## config.mk

```make
export PLATFORM = sky130hd
export DESIGN_NAME = rotary_input_filter_flat
export DESIGN_NICKNAME = d
export VERILOG_FILES = /design/src/rtl/rotary_input_filter_if.sv /design/src/rtl/rotary_input_filter.sv /design/src/flat_wrapper.sv
export SDC_FILE = /design/constraint.sdc
export NUM_CORES = 1
export LEC_CHECK = 0
export BUFFER_PORTS_ARGS = -buffer_cell sky130_fd_sc_hd__buf_2
export CORE_MARGIN = 1
export CORE_UTILIZATION = 55
export CTS_BUF_LIST = sky130_fd_sc_hd__clkbuf_4
export CTS_CLUSTER_SIZE = 25
export DETAILED_ROUTE_END_ITERATION = 12
export PLACE_DENSITY = 0.72
export RECOVER_POWER = 100
export SETUP_SLACK_MARGIN = 0.2
export SLEW_MARGIN = 25
export SYNTH_ARGS = -nofsm -noshare
export SYNTH_HDL_FRONTEND = slang
export SYNTH_SLANG_ARGS = --single-unit
```

## constraint.sdc

```tcl
create_clock -name clk -period 5.3 [get_ports clk]
set_input_delay 1.06 -clock clk [delete_from_list [all_inputs] [get_ports clk]]
set_output_delay 1.06 -clock clk [all_outputs]
set_load 0.01 [all_outputs]
```

## src/rtl/rotary_input_filter_if.sv

```systemverilog
// Encoder pin and conditioned-output bundle between the raw ROT_A/ROT_B pins,
// rotary_input_filter and the downstream rotary_shaft decoder.
interface rotary_input_filter_if;
   logic       ROT_A;
   logic       ROT_B;
   logic       rot_a_clean;
   logic       rot_b_clean;
   logic       rot_a_change;
   logic       rot_b_change;
   logic       ready;
   logic [7:0] glitch_count;

   modport master (
      output ROT_A, ROT_B,
      input  rot_a_clean, rot_b_clean, rot_a_change, rot_b_change, ready, glitch_count
   );

   modport slave (
      input  ROT_A, ROT_B,
      output rot_a_clean, rot_b_clean, rot_a_change, rot_b_change, ready, glitch_count
   );
endinterface

```

## src/rtl/rotary_input_filter.sv

```systemverilog
// Two-flop synchroniser plus per-channel stability-counter debouncer for the
// rotary encoder pins, with change strobes, a ready flag and a saturating glitch count.
module rotary_input_filter #(
   parameter int DEBOUNCE_CYCLES = 16,
   parameter int CNT_W           = 8
) (
   input  logic                 clk,
   input  logic                 rst,
   rotary_input_filter_if.slave bus
);
   typedef enum logic [0:0] {ST_INIT = 1'b0, ST_RUN = 1'b1} state_t;

   localparam logic [CNT_W-1:0] CNT_LAST = CNT_W'(DEBOUNCE_CYCLES - 1);

   state_t           r_state;
   logic [1:0]       r_fill;
   logic [1:0]       r_s1;
   logic [1:0]       r_s2;
   logic [1:0]       r_clean;
   logic [1:0]       r_change;
   logic [CNT_W-1:0] r_cnt [2];
   logic             r_ready;
   logic [7:0]       r_glitch;

   logic [1:0]       w_abort;
   logic [8:0]       w_glitch_sum;
   logic [7:0]       w_glitch_next;

   // Abort detection and saturating glitch-count next value
   always_comb begin
      w_abort = 2'b00;
      for (int i = 0; i < 2; i++) begin
         if ((r_state == ST_RUN) && (r_s2[i] == r_clean[i]) && (r_cnt[i] != {CNT_W{1'b0}})) begin
            w_abort[i] = 1'b1;
         end else begin
            w_abort[i] = 1'b0;
         end
      end
      w_glitch_sum = {1'b0, r_glitch} + 9'(w_abort[0]) + 9'(w_abort[1]);
      if (w_glitch_sum > 9'd255) begin
         w_glitch_next = 8'd255;
      end else begin
         w_glitch_next = w_glitch_sum[7:0];
      end
   end

   // Two-flop synchroniser; bit 0 is channel A, bit 1 is channel B
   always_ff @(posedge clk or posedge rst) begin
      if (rst) begin
         r_s1 <= 2'b00;
         r_s2 <= 2'b00;
      end else begin
         r_s1 <= {bus.ROT_B, bus.ROT_A};
         r_s2 <= r_s1;
      end
   end

   // INIT/RUN control and per-channel debounce
   always_ff @(posedge clk or posedge rst) begin
      if (rst) begin
         r_state  <= ST_INIT;
         r_fill   <= 2'd0;
         r_clean  <= 2'b00;
         r_change <= 2'b00;
         r_ready  <= 1'b0;
         r_glitch <= 8'd0;
         for (int i = 0; i < 2; i++) begin
            r_cnt[i] <= {CNT_W{1'b0}};
         end
      end else begin
         case (r_state)
            ST_INIT: begin
               r_change <= 2'b00;
               // Third edge after release: s2 now carries a real pin sample
               if (r_fill == 2'd2) begin
                  r_clean <= r_s2;
                  r_ready <= 1'b1;
                  r_fill  <= 2'd0;
                  r_state <= ST_RUN;
               end else begin
                  r_fill <= r_fill + 2'd1;
               end
            end
            ST_RUN: begin
               for (int i = 0; i < 2; i++) begin
                  if ((r_s2[i] != r_clean[i]) && (r_cnt[i] == CNT_LAST)) begin
                     r_clean[i]  <= r_s2[i];
                     r_cnt[i]    <= {CNT_W{1'b0}};
                     r_change[i] <= 1'b1;
                  end else if (r_s2[i] != r_clean[i]) begin
                     r_cnt[i]    <= r_cnt[i] + CNT_W'(1);
                     r_change[i] <= 1'b0;
                  end else begin
                     r_cnt[i]    <= {CNT_W{1'b0}};
                     r_change[i] <= 1'b0;
                  end
               end
               r_glitch <= w_glitch_next;
            end
            default: begin
               r_state <= ST_INIT;
            end
         endcase
      end
   end

   assign bus.rot_a_clean  = r_clean[0];
   assign bus.rot_b_clean  = r_clean[1];
   assign bus.rot_a_change = r_change[0];
   assign bus.rot_b_change = r_change[1];
   assign bus.ready        = r_ready;
   assign bus.glitch_count = r_glitch;
endmodule

```

## src/flat_wrapper.sv

```systemverilog
// flat-port wrapper written by rule: the top's interface ports become plain ports
module rotary_input_filter_flat 
#(
   parameter int DEBOUNCE_CYCLES = 16,
   parameter int CNT_W           = 8
)
  (clk, rst, bus_ROT_A, bus_ROT_B, bus_rot_a_clean, bus_rot_b_clean, bus_rot_a_change, bus_rot_b_change, bus_ready, bus_glitch_count);
  rotary_input_filter_if bus_i ();
  input  logic clk;
  input  logic rst;
  input wire logic [$bits(bus_i.ROT_A)-1:0] bus_ROT_A;
  input wire logic [$bits(bus_i.ROT_B)-1:0] bus_ROT_B;
  output wire logic [$bits(bus_i.rot_a_clean)-1:0] bus_rot_a_clean;
  output wire logic [$bits(bus_i.rot_b_clean)-1:0] bus_rot_b_clean;
  output wire logic [$bits(bus_i.rot_a_change)-1:0] bus_rot_a_change;
  output wire logic [$bits(bus_i.rot_b_change)-1:0] bus_rot_b_change;
  output wire logic [$bits(bus_i.ready)-1:0] bus_ready;
  output wire logic [$bits(bus_i.glitch_count)-1:0] bus_glitch_count;
  assign bus_i.ROT_A = bus_ROT_A;
  assign bus_i.ROT_B = bus_ROT_B;
  assign bus_rot_a_clean = bus_i.rot_a_clean;
  assign bus_rot_b_clean = bus_i.rot_b_clean;
  assign bus_rot_a_change = bus_i.rot_a_change;
  assign bus_rot_b_change = bus_i.rot_b_change;
  assign bus_ready = bus_i.ready;
  assign bus_glitch_count = bus_i.glitch_count;
  rotary_input_filter #(.DEBOUNCE_CYCLES(DEBOUNCE_CYCLES), .CNT_W(CNT_W)) u_core (.clk(clk), .rst(rst), .bus(bus_i));
endmodule
```

==> report_table.html <==
<table>
<tr><th>Metric</th><th>Value</th></tr>
<tr><th colspan="2">Timing</th></tr>
<tr><td>Total of endpoints with negative setup slack in the final report</td><td>0</td></tr>
<tr><td>Achievable frequency</td><td>406.0 MHz</td></tr>
<tr><td>Final critical path time including I/O delays and setup</td><td>2.463 ns</td></tr>
<tr><td>Measured slew at the worst slew-check pin</td><td>1.847 ns</td></tr>
<tr><td>Max-slew violation count</td><td>37</td></tr>
<tr><td>Headroom to the max-slew limit</td><td>-23.13%</td></tr>
<tr><td>Final setup TNS</td><td>0 ns</td></tr>
<tr><td>Worst hold margin</td><td>0.3601 ns</td></tr>
<tr><td>RSZ-0062 raised after global routing</td><td>false</td></tr>
<tr><td>Ratio of final minimum period to clock period</td><td>46.48%</td></tr>
<tr><td>Worst clock skew</td><td>0.008843 ns</td></tr>
<tr><td>Final worst-path setup slack</td><td>2.837 ns</td></tr>
<tr><td>Final Hold Fails</td><td>0</td></tr>
<tr><th colspan="2">Yosys</th></tr>
<tr><td>Cell type with the largest total area after synthesis</td><td>sky130_fd_sc_hd__dfrtp_1</td></tr>
<tr><td>Most used standard cell by instance count after synthesis</td><td>sky130_fd_sc_hd__dfrtp_1</td></tr>
<tr><td>Cell count after synthesis</td><td>165</td></tr>
<tr><td>Number of flops mapped to enable cells by yosys</td><td>0</td></tr>
<tr><td>Top post-synthesis cells by area</td><td>sky130_fd_sc_hd__dfrtp_1, sky130_fd_sc_hd__nand2_1, sky130_fd_sc_hd__xnor2_1</td></tr>
<tr><td>Share of Yosys cell area claimed by the top area cell type</td><td>53.22%</td></tr>
<tr><td>Primary flip-flop cell chosen by synthesis mapping</td><td>sky130_fd_sc_hd__dfrtp_1</td></tr>
<tr><td>Average instance area after synthesis</td><td>10.26 um2</td></tr>
<tr><td>Number of different library cells in the post-synthesis netlist</td><td>36</td></tr>
<tr><td>Number of warnings issued by yosys</td><td>0</td></tr>
<tr><td>Post-synth design cell area</td><td>1693 um2</td></tr>
<tr><td>Async S/R FF share, synth</td><td>100.0%</td></tr>
<tr><td>Seq/Total Area, Yosys</td><td>53.22%</td></tr>
<tr><td>Most frequent cells after synthesis</td><td>sky130_fd_sc_hd__dfrtp_1, sky130_fd_sc_hd__nand2_1, sky130_fd_sc_hd__nor2_1</td></tr>
<tr><td>Syn_nets</td><td>175</td></tr>
<tr><td>Flops &amp; latches, synth</td><td>36</td></tr>
<tr><th colspan="2">Die</th></tr>
<tr><td>Die footprint</td><td>3304 um2</td></tr>
<tr><td>Area inside the core boundary</td><td>2829 um2</td></tr>
<tr><td>Top-level I/O count</td><td>17</td></tr>
<tr><td>Die width</td><td>57.48 um</td></tr>
<tr><td>Floorplan row count</td><td>19</td></tr>
<tr><td>Initial core utilization</td><td>59.84%</td></tr>
<tr><td>Die Y</td><td>57.48 um</td></tr>
<tr><th colspan="2">GRT</th></tr>
<tr><td>GR Util All Layers</td><td>20.10%</td></tr>
<tr><td>Antenna violations before repair</td><td>0</td></tr>
<tr><td>Number of global-route vias before repair</td><td>1181</td></tr>
<tr><td>Wire length of the first global-routing pass</td><td>4.947 mm</td></tr>
<tr><td>Largest net degree at the start of global routing</td><td>37</td></tr>
<tr><td>Total congestion overflow</td><td>0</td></tr>
<tr><th colspan="2">CTS</th></tr>
<tr><td>Worst-Skew Late Latency</td><td>0.33 ns</td></tr>
<tr><td>Root buffer cell</td><td>sky130_fd_sc_hd__clkbuf_4</td></tr>
<tr><td>Number of sinks on the clock net</td><td>36</td></tr>
<tr><td>Htree depth</td><td>2</td></tr>
<tr><td>Clock buffers created by TritonCTS</td><td>5</td></tr>
<tr><td>CTS resizes</td><td>0</td></tr>
<tr><td>Post CTS Setup Buffer Count</td><td>0</td></tr>
<tr><td>Maximum count of clock buffers along a single path</td><td>2</td></tr>
<tr><td>Clock slew seen by the registers of the worst setup and hold paths</td><td>0.10 ns</td></tr>
<tr><td>Post-CTS Hold Fix Bufs</td><td>0</td></tr>
<tr><td>Clock tree from TritonCTS</td><td>built</td></tr>
<tr><th colspan="2">Min path</th></tr>
<tr><td>Class of the tightest hold or removal check</td><td>flop to flop</td></tr>
<tr><th colspan="2">Power and ir drop</th></tr>
<tr><td>Worst vdd rail ir drop</td><td>0.2050 mV</td></tr>
<tr><td>Power Dens Cells</td><td>341.6 nW/um2</td></tr>
<tr><td>Reported leakage power</td><td>0.8381 nW</td></tr>
<tr><th colspan="2">Setup path</th></tr>
<tr><td>Worst Path Class, Setup</td><td>flop to flop</td></tr>
<tr><td>Crit start category</td><td>flop</td></tr>
<tr><td>Required time of the critical path</td><td>5.53 ns</td></tr>
<tr><td>Crit end category</td><td>flop</td></tr>
<tr><td>Critical Path Fanout Max</td><td>29</td></tr>
<tr><td>WP data arrival</td><td>2.69 ns</td></tr>
<tr><th colspan="2">Placement</th></tr>
<tr><td>Port bufs</td><td>16</td></tr>
<tr><td>Pre-CTS setup slack</td><td>2.856 ns</td></tr>
<tr><td>RePlAce Congestion</td><td>0.9431</td></tr>
<tr><td>Number of placed instances, taps included</td><td>210</td></tr>
<tr><td>Sum of net half-perimeters after detailed placement</td><td>2.062 mm</td></tr>
<tr><td>Placement-stage cell area</td><td>1807 um2</td></tr>
<tr><th colspan="2">Job</th></tr>
<tr><td>Max capacitance violation total</td><td>1</td></tr>
<tr><th colspan="2">Detailed routing</th></tr>
<tr><td>Routed vias/inst</td><td>5.711</td></tr>
<tr><td>DR pass1 iterations</td><td>8</td></tr>
<tr><td>DRT antenna net count</td><td>0</td></tr>
<tr><td>Drt first-iter violations</td><td>43</td></tr>
<tr><td>Detailed-route DRC error count</td><td>2</td></tr>
<tr><td>Routed wire length per instance</td><td>13.08 um</td></tr>
<tr><td>Routed via count</td><td>1245</td></tr>
<tr><td>Wirelength, routed</td><td>2.851 mm</td></tr>
<tr><th colspan="2">Layout</th></tr>
<tr><td>Number of nets in the finished design</td><td>196</td></tr>
<tr><td>Finished Cell Area</td><td>1832 um2</td></tr>
<tr><td>Count of inserted antenna diode cells</td><td>0</td></tr>
<tr><td>Layout Area Growth over Synthesis</td><td>8.204%</td></tr>
<tr><td>Share of cells above drive strength 1</td><td>6.952%</td></tr>
<tr><td>Final Non-Filler Cells</td><td>218</td></tr>
<tr><td>Layout filler cell count</td><td>242</td></tr>
<tr><th colspan="2">Outcome</th></tr>
<tr><td>Failing checks</td><td>design-rule violations, max-capacitance violations, max-slew violations</td></tr>
<tr><td>Run status</td><td>finished with violations</td></tr>
</table>
-- state kept, by name (all words and copies together) (netlist names) --
name and flops:
u_core.bus.glitch_count 8, u_core.bus.ready 1, u_core.r_change 2, u_core.r_clean 2
u_core.r_cnt 16, u_core.r_fill 2, u_core.r_s1 2, u_core.r_s2 2
u_core.r_state 1
-- cell type report --
type	instances	area, um2	share of cell area [%]
well taps	31	38.79	2.117
clock buffers	5	37.54	2.049
inverters	9	33.78	1.844
clock inverters	3	13.76	0.7514
repair buffers	17	67.56	3.689
flip-flops and latches	36	900.9	49.18
multi-input cells	117	739.5	40.37
-- worst paths after layout --
check	startpoint	endpoint	slack, ns	depth (start not counted)
setup / recovery	u_core.r_state$_DFF_PP0_	u_core.bus.glitch_count[6]$_DFFE_PP0P_	2.84	8
hold / removal	u_core.r_s1[0]$_DFF_PP0_	u_core.r_s2[0]$_DFF_PP0_	0.36	0
setup reg to reg	u_core.r_state$_DFF_PP0_	u_core.bus.glitch_count[6]$_DFFE_PP0P_	2.84	8
hold reg to reg	u_core.r_s1[0]$_DFF_PP0_	u_core.r_s2[0]$_DFF_PP0_	0.36	0
max in group asynchronous	rst	u_core.bus.glitch_count[7]$_DFFE_PP0P_	2.86	3
min in group asynchronous	rst	u_core.bus.ready$_DFFE_PP0P_	1.37	3
-- layer usage --
layer  wire (um)  global-route usage (%)  vias up
met2        1343                   30.90       31
met1        1322                   25.79      588
met5           0                       0        -
li1            -                       -      621
met4          37                   10.10        0
met3         148                   6.122        5
-- cell families (layout without fill, tap and decap cells) --
| family | Yosys count | in the layout | share of synthesized area (%) |
|---|---|---|---|
| adder cells (fa/ha/maj) | 6 | 6 | 4.878 |
| buffers and inverters | 12 | 34 | 2.734 |
| flip-flops | 36 | 36 | 53.21 |
| AO/OA/AOI/OAI | 24 | 24 | 9.534 |
| multiplexers | 6 | 6 | 3.843 |
| AND/OR/NAND/NOR | 70 | 70 | 20.10 |
| XOR/XNOR | 11 | 11 | 5.692 |
-- per-stage QoR --
stage	utilization, %	total power, mW
2_1_floorplan	-	0.4508
3_3_place_gp	63.87	0.5005
3_5_place_dp	63.87	0.5058
4_1_cts	65.68	0.6430
5_1_grt	64.75	0.6728
6_report	64.75	0.6257
-- cell usage in the layout, fill, tap and decap left out, drive strengths merged, types with 2 or more instances in the layout --
| master | instances |
|---|---|
| a21o | 2 |
| a21oi | 6 |
| a31oi | 3 |
| a41o | 2 |
| and3 | 3 |
| and4 | 3 |
| buf | 3 |
| clkbuf | 19 |
| clkinv | 3 |
| dfrtp | 36 |
| ha | 5 |
| inv | 9 |
| mux2 | 4 |
| mux2i | 2 |
| nand2 | 29 |
| nand3 | 5 |
| nand3b | 2 |
| nand4 | 2 |
| nor2 | 15 |
| nor3 | 4 |
| nor4 | 3 |
| o21ai | 3 |
| o22ai | 2 |
| o311ai | 2 |
| o31ai | 2 |
| or4b | 2 |
| xnor2 | 9 |
| xor2 | 2 |
-- critical path: stages (launching register included) --
cell	delay (ns)
sky130_fd_sc_hd__dfrtp_1	0.88
sky130_fd_sc_hd__nand2_1	0.21
sky130_fd_sc_hd__a31oi_1	0.27
sky130_fd_sc_hd__fa_1	0.23
sky130_fd_sc_hd__ha_1	0.17
sky130_fd_sc_hd__and3_1	0.25
sky130_fd_sc_hd__nand4_1	0.13
sky130_fd_sc_hd__nor3_1	0.15
sky130_fd_sc_hd__a21oi_1	0.06
-- report_power, final --
group          switching (mW)  total, mW  internal, mW  leakage, nW
sequential             0.0414      0.352         0.311        0.460
combinational          0.0833      0.143        0.0592        0.346
clock                  0.0824      0.131        0.0486       0.0324
No activity file was read; power rests on OpenSTA's default activity.
